## src/rtl/score_digit_sequencer.sv

```systemverilog
// Score-to-BCD sequencer: shift-add-3 conversion into a double-buffered display,
// plus registered pixel decode that locates the digit box under the VGA beam.
module score_digit_sequencer #(
  parameter int NUM_DIGITS = 4,
  parameter int SCORE_W    = 14,
  parameter int TOP_LEFT_X = 16,
  parameter int TOP_LEFT_Y = 8,
  parameter int DIGIT_W    = 32,
  parameter int DIGIT_H    = 64,
  parameter int DIGIT_GAP  = 4,
  parameter int BLANK_LZ   = 1
) (
  input  logic               clk,
  input  logic               reset,
  input  logic [SCORE_W-1:0] score,
  input  logic               score_valid,
  input  logic [10:0]        pixelX,
  input  logic [10:0]        pixelY,
  output logic               busy,
  output logic               InsideRectangle,
  output logic [10:0]        offsetX,
  output logic [10:0]        offsetY,
  output logic [3:0]         digit
);

  localparam int BCD_W = 4 * NUM_DIGITS;
  localparam int SR_W  = BCD_W + SCORE_W;
  localparam int CNT_W = $clog2(SCORE_W + 1);
  localparam int PITCH = DIGIT_W + DIGIT_GAP;
  localparam longint unsigned MAX_VAL = 64'(10 ** NUM_DIGITS) - 64'd1;
  localparam logic [31:0] TOP_Y = 32'(TOP_LEFT_Y);
  localparam logic [31:0] BOT_Y = 32'(TOP_LEFT_Y + DIGIT_H - 1);

  typedef enum logic [1:0] {IDLE, SHIFT, DONE} state_t;

  // Scores beyond what the digit row can show are clamped to all nines.
  function automatic logic [SCORE_W-1:0] sat(input logic [SCORE_W-1:0] s);
    if (64'(s) > MAX_VAL) sat = SCORE_W'(MAX_VAL);
    else                  sat = s;
  endfunction

  function automatic logic [SR_W-1:0] load_sr(input logic [SCORE_W-1:0] s);
    load_sr = {{BCD_W{1'b0}}, sat(s)};
  endfunction

  function automatic logic [SR_W-1:0] dabble(input logic [SR_W-1:0] sr);
    logic [SR_W-1:0] t;
    t = sr;
    for (int n = 0; n < NUM_DIGITS; n++) begin
      if (t[SCORE_W + 4*n +: 4] >= 4'd5)
        t[SCORE_W + 4*n +: 4] = t[SCORE_W + 4*n +: 4] + 4'd3;
    end
    dabble = {t[SR_W-2:0], 1'b0};
  endfunction

  state_t             state_q;
  logic [SR_W-1:0]    sr_q;
  logic [SR_W-1:0]    sr_step_d;
  logic [CNT_W-1:0]   cnt_q;
  logic               pend_q;
  logic [SCORE_W-1:0] pend_val_q;
  logic [BCD_W-1:0]   disp_q;
  logic               busy_q;

  assign sr_step_d = dabble(sr_q);
  assign busy      = busy_q;

  always_ff @(posedge clk) begin
    if (reset) begin
      state_q    <= IDLE;
      sr_q       <= '0;
      cnt_q      <= '0;
      pend_q     <= 1'b0;
      pend_val_q <= '0;
      disp_q     <= '0;
      busy_q     <= 1'b0;
    end else begin
      busy_q <= (state_q != IDLE);
      case (state_q)
        IDLE: begin
          // A strobe landing in DONE leaves a pending value to start from here.
          if (score_valid) begin
            sr_q    <= load_sr(score);
            cnt_q   <= '0;
            pend_q  <= 1'b0;
            state_q <= SHIFT;
          end else if (pend_q) begin
            sr_q    <= load_sr(pend_val_q);
            cnt_q   <= '0;
            pend_q  <= 1'b0;
            state_q <= SHIFT;
          end
        end
        SHIFT: begin
          sr_q  <= sr_step_d;
          cnt_q <= cnt_q + CNT_W'(1);
          if (cnt_q == CNT_W'(SCORE_W - 1)) state_q <= DONE;
          if (score_valid) begin
            pend_q     <= 1'b1;
            pend_val_q <= score;
          end
        end
        DONE: begin
          disp_q <= sr_q[SR_W-1 -: BCD_W];
          if (pend_q) begin
            sr_q    <= load_sr(pend_val_q);
            cnt_q   <= '0;
            state_q <= SHIFT;
          end else begin
            state_q <= IDLE;
          end
          pend_q <= score_valid;
          if (score_valid) pend_val_q <= score;
        end
        default: state_q <= IDLE;
      endcase
    end
  end

  logic [NUM_DIGITS-1:0] hit;
  logic [NUM_DIGITS-1:0] zero_pref;
  logic [NUM_DIGITS-1:0] blank;
  logic [3:0]            box_dig  [NUM_DIGITS];
  logic [10:0]           offx_box [NUM_DIGITS];
  logic                  in_y;

  assign in_y = ({21'd0, pixelY} >= TOP_Y) && ({21'd0, pixelY} <= BOT_Y);

  genvar gi;
  generate
    for (gi = 0; gi < NUM_DIGITS; gi++) begin : g_box
      localparam logic [31:0] LEFT  = 32'(TOP_LEFT_X + gi * PITCH);
      localparam logic [31:0] RIGHT = LEFT + 32'(DIGIT_W - 1);
      logic in_x;

      assign box_dig[gi] = disp_q[BCD_W-1-4*gi -: 4];
      if (gi == 0) begin : g_first
        assign zero_pref[gi] = (box_dig[gi] == 4'd0);
      end else begin : g_rest
        assign zero_pref[gi] = zero_pref[gi-1] && (box_dig[gi] == 4'd0);
      end
      // The last digit is never blanked so a zero score still shows "0".
      assign blank[gi]    = (BLANK_LZ != 0) && (gi != NUM_DIGITS - 1) && zero_pref[gi];
      assign in_x         = ({21'd0, pixelX} >= LEFT) && ({21'd0, pixelX} <= RIGHT);
      assign hit[gi]      = in_x && in_y && !blank[gi];
      assign offx_box[gi] = pixelX - 11'(LEFT);
    end
  endgenerate

  logic        ir_d;
  logic [10:0] offx_d;
  logic [10:0] offy_d;
  logic [3:0]  dig_d;

  // Boxes never overlap, so OR-combining the hit box's fields is a clean mux.
  always_comb begin
    ir_d   = |hit;
    offx_d = '0;
    dig_d  = '0;
    for (int i = 0; i < NUM_DIGITS; i++) begin
      if (hit[i]) begin
        offx_d = offx_d | offx_box[i];
        dig_d  = dig_d | box_dig[i];
      end
    end
    offy_d = ir_d ? (pixelY - 11'(TOP_LEFT_Y)) : 11'd0;
  end

  always_ff @(posedge clk) begin
    if (reset) begin
      InsideRectangle <= 1'b0;
      offsetX         <= '0;
      offsetY         <= '0;
      digit           <= '0;
    end else begin
      InsideRectangle <= ir_d;
      offsetX         <= offx_d;
      offsetY         <= offy_d;
      digit           <= dig_d;
    end
  end

endmodule
```

## config.mk

```make
export PLATFORM = sky130hd
export DESIGN_NAME = score_digit_sequencer
export DESIGN_NICKNAME = d
export VERILOG_FILES = /design/src/rtl/score_digit_sequencer.sv
export SDC_FILE = /design/constraint.sdc
export NUM_CORES = 1
export LEC_CHECK = 0
export CAP_MARGIN = 20
export CORE_MARGIN = 2
export CORE_UTILIZATION = 25
export CTS_CLUSTER_DIAMETER = 150
export DETAILED_ROUTE_END_ITERATION = 16
export GPL_TIMING_DRIVEN = 0
export MAX_ROUTING_LAYER = met4
export PLACE_DENSITY_LB_ADDON = 0.05
export SLEW_MARGIN = 20
export SYNTH_ARGS = -nofsm -noshare
export SYNTH_HDL_FRONTEND = slang
export SYNTH_SLANG_ARGS = --single-unit
```

## constraint.sdc

```tcl
create_clock -name clk -period 7.35 [get_ports clk]
set_input_delay 2.205 -clock clk [delete_from_list [all_inputs] [get_ports clk]]
set_output_delay 2.205 -clock clk [all_outputs]
set_load 0.02 [all_outputs]
```

==> impl_metrics.py, run 1 <==
metrics = {
    "clock_tree": {
        "cts_resized": 0,
        "cts_buffers": 9,
        "numClockSinks": 95,
        "clockBufferDepth": 2,
        "htree_levels": 3,
        "root_buffer": "clkbuf_16",
        "postCtsSetupBuffers": 0,
        "cts_tree": "done",
        "cts.clk_slew.worst_paths_ps": 70,
        "hold_buffers": 0,
        "insertion_delay_ps": 350,
    },
    "power": {
        "power_leakage_nw": 2.22,
        "peakVddDrop_mv": 0.116,
        "p_sw_share_pct": 28.1,
        "clkPwrFrac_pct": 38.6,
        "p_int_mw": 0.853,
        "p_seq_share_pct": 46.1,
        "p_per_area_mw_per_mm2": 183,
        "combPwrFrac_pct": 15.3,
        "power.switching_mw": 0.333,
    },
    "layout": {
        "post-route-util_pct": 31.9,
        "antenna_cells": 0,
        "final_nets": 789,
        "area_delta_synth_final_pct": 24.2,
        "drive_gt1_share_pct": 3.99,
        "num-fill-cells": 2157,
    },
    "detailed_routing": {
        "drtAntennaViolNets": 0,
        "drc_errors": 0,
        "finalWirelength_mm": 16.4,
        "drt_pre_antenna_iters": 4,
        "drt-wirelength-per-cell_um": 16.5,
        "num_vias": 4912,
        "drtIter0Drc": 309,
        "avgViaCountPerCell": 4.93,
    },
    "worst_setup_path": {
        "max_stage_delay_ps": 630,
        "arrival_ps": 5380,
        "setup.worst_path.class": "in -> reg",
        "crit_required_ps": 7590,
        "critPathMaxFanout": 10,
        "cp_num_buf_inv": 4,
        "critPathLaunchType": "primary input",
        "crit_slowest_cell": "clkdlybuf4s50_1",
        "crit_chain": "clkdlybuf4s50_1, buf_1, inv_1, ha_1, nand2_1, o31ai_1, o211ai_1, a21oi_1, o21bai_4, clkinv_2, and2_1",
        "crit_family": "buffers and inverters",
        "endpoint_kind": "register",
    },
    "synthesis": {
        "yosysUniqueCellTypes": 61,
        "async_reset_ff_share_pct": 0,
        "ys.flop_type": "dfxtp_1",
        "seq_area_frac_synth_pct": 36.4,
        "syn_nets": 714,
        "syn_area_mm2": 0.00523,
        "syn_inst": 647,
        "syn_area_per_cell_um2": 8.08,
        "synth_edf_count": 0,
        "ys_ff_latch": 95,
        "yosysWarnings": 0,
    },
    "grt": {
        "grt_start_max_net_pins": 16,
        "grt_pass1_wl_mm": 26.1,
        "first_global_vias": 4802,
        "antenna_found_initial": 0,
        "grt.overflow.total": 0,
        "grtUsageTotal_pct": 15.6,
    },
    "floorplanning": {
        "row_count": 52,
        "core_area_mm2": 0.0204,
        "die_area_mm2": 0.0221,
        "initial_core_util_pct": 25.7,
        "die_h_um": 149,
        "io_pins": 67,
        "die_w_um": 149,
    },
    "timing": {
        "max_slew.worst_pin.slew_ps": 933,
        "setup_violations": 0,
        "slew_violations": 0,
        "rsz0062_at_grt": "false",
        "hold_viol": 0,
        "final.min_clock_period_ps": 5130,
        "period_share_pct": 69.8,
        "fin_tns_setup_ps": 0,
        "slew_headroom_pct": 37.3,
        "max_freq_mhz": 195,
        "finClkSkew_ps": 8.19,
    },
    "flow_run": {
        "max-cap-violations": 0,
    },
    "min_path": {
        "holdCritPathClass": "reg -> reg",
    },
    "place": {
        "routabilityCongestion": 0.810,
        "io_buffers": 64,
        "post-dp-hpwl_mm": 12.4,
    },
    "outcome": {
        "outcome": "finished clean",
    },
}
-- sequential cells by signal, summed over array words and instances (netlist names) --
| register | flops |
|---|---|
| InsideRectangle | 1 |
| box_dig | 16 |
| pend_val_q | 14 |
| cnt_q | 4 |
| offsetX | 11 |
| offsetY | 11 |
| digit | 4 |
| pend_q | 1 |
| state_q | 2 |
| sr_q | 30 |
| busy | 1 |
-- worst paths after layout --
| path | end | cells past startpoint | slack (ps) | from |
|---|---|---|---|---|
| setup / recovery | offsetY[2] | 11 | 2220 | pixelX[5] |
| hold / removal | pend_val_q[3] | 2 | 490 | pend_val_q[3] |
| setup reg to reg | sr_q[24] | 7 | 4540 | state_q[0] |
| hold reg to reg | pend_val_q[3] | 2 | 490 | pend_val_q[3] |
-- logic make-up after synthesis --
family / Yosys count / share of synthesized area, %
compound gates: 196 / 25.3
xor+xnor: 23 / 3.86
flops: 95 / 36.4
simple gates: 223 / 19.5
fa+ha+maj: 28 / 6.71
buf+inv: 63 / 4.55
mux: 19 / 3.64
-- synth_stat cells, types with 11 or more instances --
master,instances,area (µm²)
dfxtp_1,95,1900
nand2_1,76,285
nor2_1,76,285
a21oi_1,67,335
inv_1,30,113
o21ai_0,30,150
ha_1,28,350
a22oi_1,22,165
clkbuf_1,20,75.1
mux2i_1,19,190
xnor2_1,17,149
buf_1,11,41.3
nor3_1,11,55.1
-- power by group through the flow --
stage                     sequential [mW]  clock, mW  combinational (mW)
after global placement              0.558          0               0.180
after global routing                0.548      0.502               0.202
after CTS                           0.546      0.482               0.183
after detailed placement            0.558          0               0.181
final                               0.546      0.458               0.181
after floorplan                     0.553          0               0.113
-- tightest hold or removal path: stages (launching register included) --
cell	delay (ps)
dfxtp_1	330
nand2_1	60
a21oi_1	50
-- routing by layer --
metal  up-vias  part of all wire [%]  GRT usage (%)
met5         -                     0              -
met4         0                   1.5           4.33
met3        13                   3.9           3.28
met2        95                    46           24.4
met1      2333                    49           20.4
li1       2471                     -              -
-- cells in the final DEF (no fill, tap or decap), types with 3 or more instances in the layout --
cell / n
a221oi_1: 8
nand2_1: 76
inv_1: 30
or2_2: 3
nand2b_1: 7
o2bb2ai_1: 3
a21oi_1: 67
o21ai_0: 30
clkbuf_1: 21
clkbuf_16: 9
dfxtp_1: 95
o221a_2: 3
o21ai_1: 3
o221ai_1: 9
mux2i_1: 19
a21o_1: 3
a211oi_1: 7
and2_1: 6
nand3_1: 9
nor3b_1: 6
o22ai_1: 5
ha_1: 28
a22oi_1: 22
o31ai_1: 5
xor2_1: 6
buf_1: 11
and3_1: 4
nor3_1: 11
clkdlybuf4s50_1: 64
nand4_1: 4
a22o_1: 5
nor4_1: 5
nor2_1: 76
xnor2_1: 17
nor2b_1: 5
-- layout make-up --
| cell class | instances | area [µm²] | share of cell area (%) |
|---|---|---|---|
| clock buffers | 12 | 256 | 3.95 |
| flip-flops and latches | 95 | 1900 | 29.3 |
| multi-input cells | 489 | 3090 | 47.5 |
| well taps | 270 | 338 | 5.21 |
| clock inverters | 4 | 30.0 | 0.463 |
| repair buffers | 64 | 641 | 9.87 |
| inverters | 32 | 121 | 1.87 |
| plain buffers | 31 | 116 | 1.79 |
-- through the flow --
stage	hold slack [ps]	area [µm²]	worst slack, ps	power (mW)	std cells
5_1_grt	516	6490	1980	1.25	997
3_3_place_gp	470	6200	1900	0.738	981
4_1_cts	488	6490	2260	1.21	997
3_5_place_dp	475	6200	1910	0.739	981
6_report	486	6490	2220	1.19	997
2_1_floorplan	449	5230	3230	0.666	647
Note: power is estimated with default switching activity, not from simulation.
==> run 2, diff against run 1 <==
==> constraint.sdc (replaced) <==
create_clock -name clk -period 4.1 [get_ports clk]
set_input_delay 1.23 -clock clk [delete_from_list [all_inputs] [get_ports clk]]
set_output_delay 1.23 -clock clk [all_outputs]
set_load 0.02 [all_outputs]
==> run 2 against run 1 <==
Final area grew 0.13%. Register-to-register slack worse by 3300 ps. Via count is the same. Power rose by 79%. Largest power group unchanged.
==> impl_metrics.py, run 2 (synthesis results as in run 1) <==
metrics = {
    "floorplanning": {
        "io_pins": 67,
        "core_area_mm2": 0.0204,
        "initial_core_util_pct": 25.7,
        "row_count": 52,
        "die_area_mm2": 0.0221,
        "die_w_um": 149,
        "die_h_um": 149,
    },
    "flow_run": {
        "max-cap-violations": 0,
    },
    "layout": {
        "area_delta_synth_final_pct": 24.4,
        "num-fill-cells": 2157,
        "regMostFlops": "sr_q",
        "largest_reg_flops": 30,
        "layout_commonest_cell": "dfxtp_1",
        "multiInputGateArea_mm2": 0.00309,
        "post-route-util_pct": 31.9,
        "most-common-layout-cells": "dfxtp_1 (95), nand2_1 (76), nor2_1 (76), a21oi_1 (67), clkdlybuf4s50_1 (64)",
        "final-seq-area_mm2": 0.00190,
        "layout.cells.non_filler": 998,
        "fin_area_mm2": 0.00650,
        "antenna_cells": 0,
        "drive_gt1_share_pct": 4.26,
        "final_nets": 790,
    },
    "clock_tree": {
        "root_buffer": "clkbuf_16",
        "cts_tree": "done",
        "numClockSinks": 95,
        "cts_buffers": 9,
        "hold_buffers": 0,
        "clockBufferDepth": 2,
        "cts.clk_slew.worst_paths_ps": 70,
        "insertion_delay_ps": 350,
        "htree_levels": 3,
    },
    "place": {
        "post-dp-hpwl_mm": 12.4,
        "io_buffers": 64,
        "place_area_mm2": 0.00620,
        "placed_cells": 981,
        "routabilityCongestion": 0.810,
    },
    "grt": {
        "grt_pass1_wl_mm": 26.1,
        "grt_busiest_layer": "met2",
        "grt.overflow.total": 0,
        "antenna_found_initial": 0,
        "first_global_vias": 4802,
        "met2_usage_pct": 24.4,
        "grt_start_max_net_pins": 16,
        "gr-usage-met1_pct": 20.4,
        "grtUsageMet3_pct": 3.28,
        "grtUsageTotal_pct": 15.6,
    },
    "timing": {
        "slew_headroom_pct": 37.3,
        "slew_violations": 0,
        "setup_violations": 0,
        "finClkSkew_ps": 8.40,
        "hold_viol": 0,
        "max_slew.worst_pin.slew_ps": 933,
        "period_share_pct": 96.0,
        "max_freq_mhz": 254,
        "final.min_clock_period_ps": 3940,
        "holdWs_ps": 486,
    },
    "worst_setup_path": {
        "setup.worst_path.class": "in -> reg",
        "r2r_setup_slack_ps": 1290,
        "max_stage_delay_ps": 520,
        "critPathLaunchType": "primary input",
        "arrival_ps": 4180,
        "crit_slowest_cell": "clkdlybuf4s50_1",
        "crit_required_ps": 4340,
        "crit_chain": "clkdlybuf4s50_1, clkbuf_1, inv_1, ha_1, nand2_1, o31ai_1, o211ai_1, a21oi_1, o21bai_4, clkinv_2, and2_1",
        "critPathMaxFanout": 9,
        "endpoint_kind": "register",
    },
    "detailed_routing": {
        "drtAntennaViolNets": 0,
        "num_vias": 4912,
        "finalWirelength_mm": 16.4,
        "drtIter0Drc": 294,
        "drc_errors": 0,
        "avgViaCountPerCell": 4.92,
        "drt_pre_antenna_iters": 5,
        "drt-wirelength-per-cell_um": 16.5,
    },
    "min_path": {
        "holdCritPathClass": "reg -> reg",
    },
    "outcome": {
        "outcome": "finished clean",
    },
    "power": {
        "power_leakage_nw": 2.23,
        "peakVddDrop_mv": 0.207,
        "total_power_mw": 2.13,
        "p_per_area_mw_per_mm2": 327,
    },
}
## run 2: changes by cell type in the layout (fill, tap and decap cells not counted), sizes merged
cell	previous run	this run
buf	11	12
## run 2: worst max-delay path: cells and delay by family
| family | cells | cell delay (ps) |
|---|---|---|
| AOI/OAI and AO/OA | 4 | 1180 |
| adders and majority gates | 1 | 250 |
| buffers and inverters | 4 | 1230 |
| and+or+nand+nor | 2 | 280 |
## run 2: metal layers
layer  vias to the layer above  routed length, µm
met5                         -                  0
met4                         0                242
met3                        13                613
met2                        91               7570
met1                      2336               8000
li1                       2472                  -
## run 2: report_power, final
group          switching [mW]  internal [mW]  leakage, nW
sequential             0.0262          0.953        0.769
clock                   0.375          0.446        0.139
combinational           0.196          0.129         1.32
total                   0.597           1.53         2.23
## run 2: area by class of cell
cell class,instances,area share [%]
plain buffers,31,1.81
repair buffers,65,9.97
multi-input cells,489,47.5
flip-flops and latches,95,29.3
inverters,32,1.87
clock inverters,4,0.462
well taps,270,5.20
clock buffers,12,3.95
## run 2: stage by stage
| stage | TNS, ps | setup slack (ps) |
|---|---|---|
| 2_1_floorplan | 0 | 958 |
| 3_3_place_gp | -3900 | -372 |
| 3_5_place_dp | -3550 | -370 |
| 4_1_cts | 0 | 224 |
| 5_1_grt | -0.563 | -0.563 |
| 6_report | 0 | 163 |
## run 2: path summary, 6_finish.rpt
path | startpoint | end | cells after the start
hold / removal | pend_val_q[3] | pend_val_q[3] | 2
hold reg to reg | pend_val_q[3] | pend_val_q[3] | 2
setup reg to reg | state_q[0] | sr_q[24] | 7
setup / recovery | pixelX[2] | offsetY[2] | 11
## run 2: what timing repair did
action / CTS / global route
pin swaps: 0 / 1
endpoints found under the setup margin: 5 / 5
gates cloned: 0 / 0
setup buffers: 0 / 1
gates resized for setup: 1 / 0
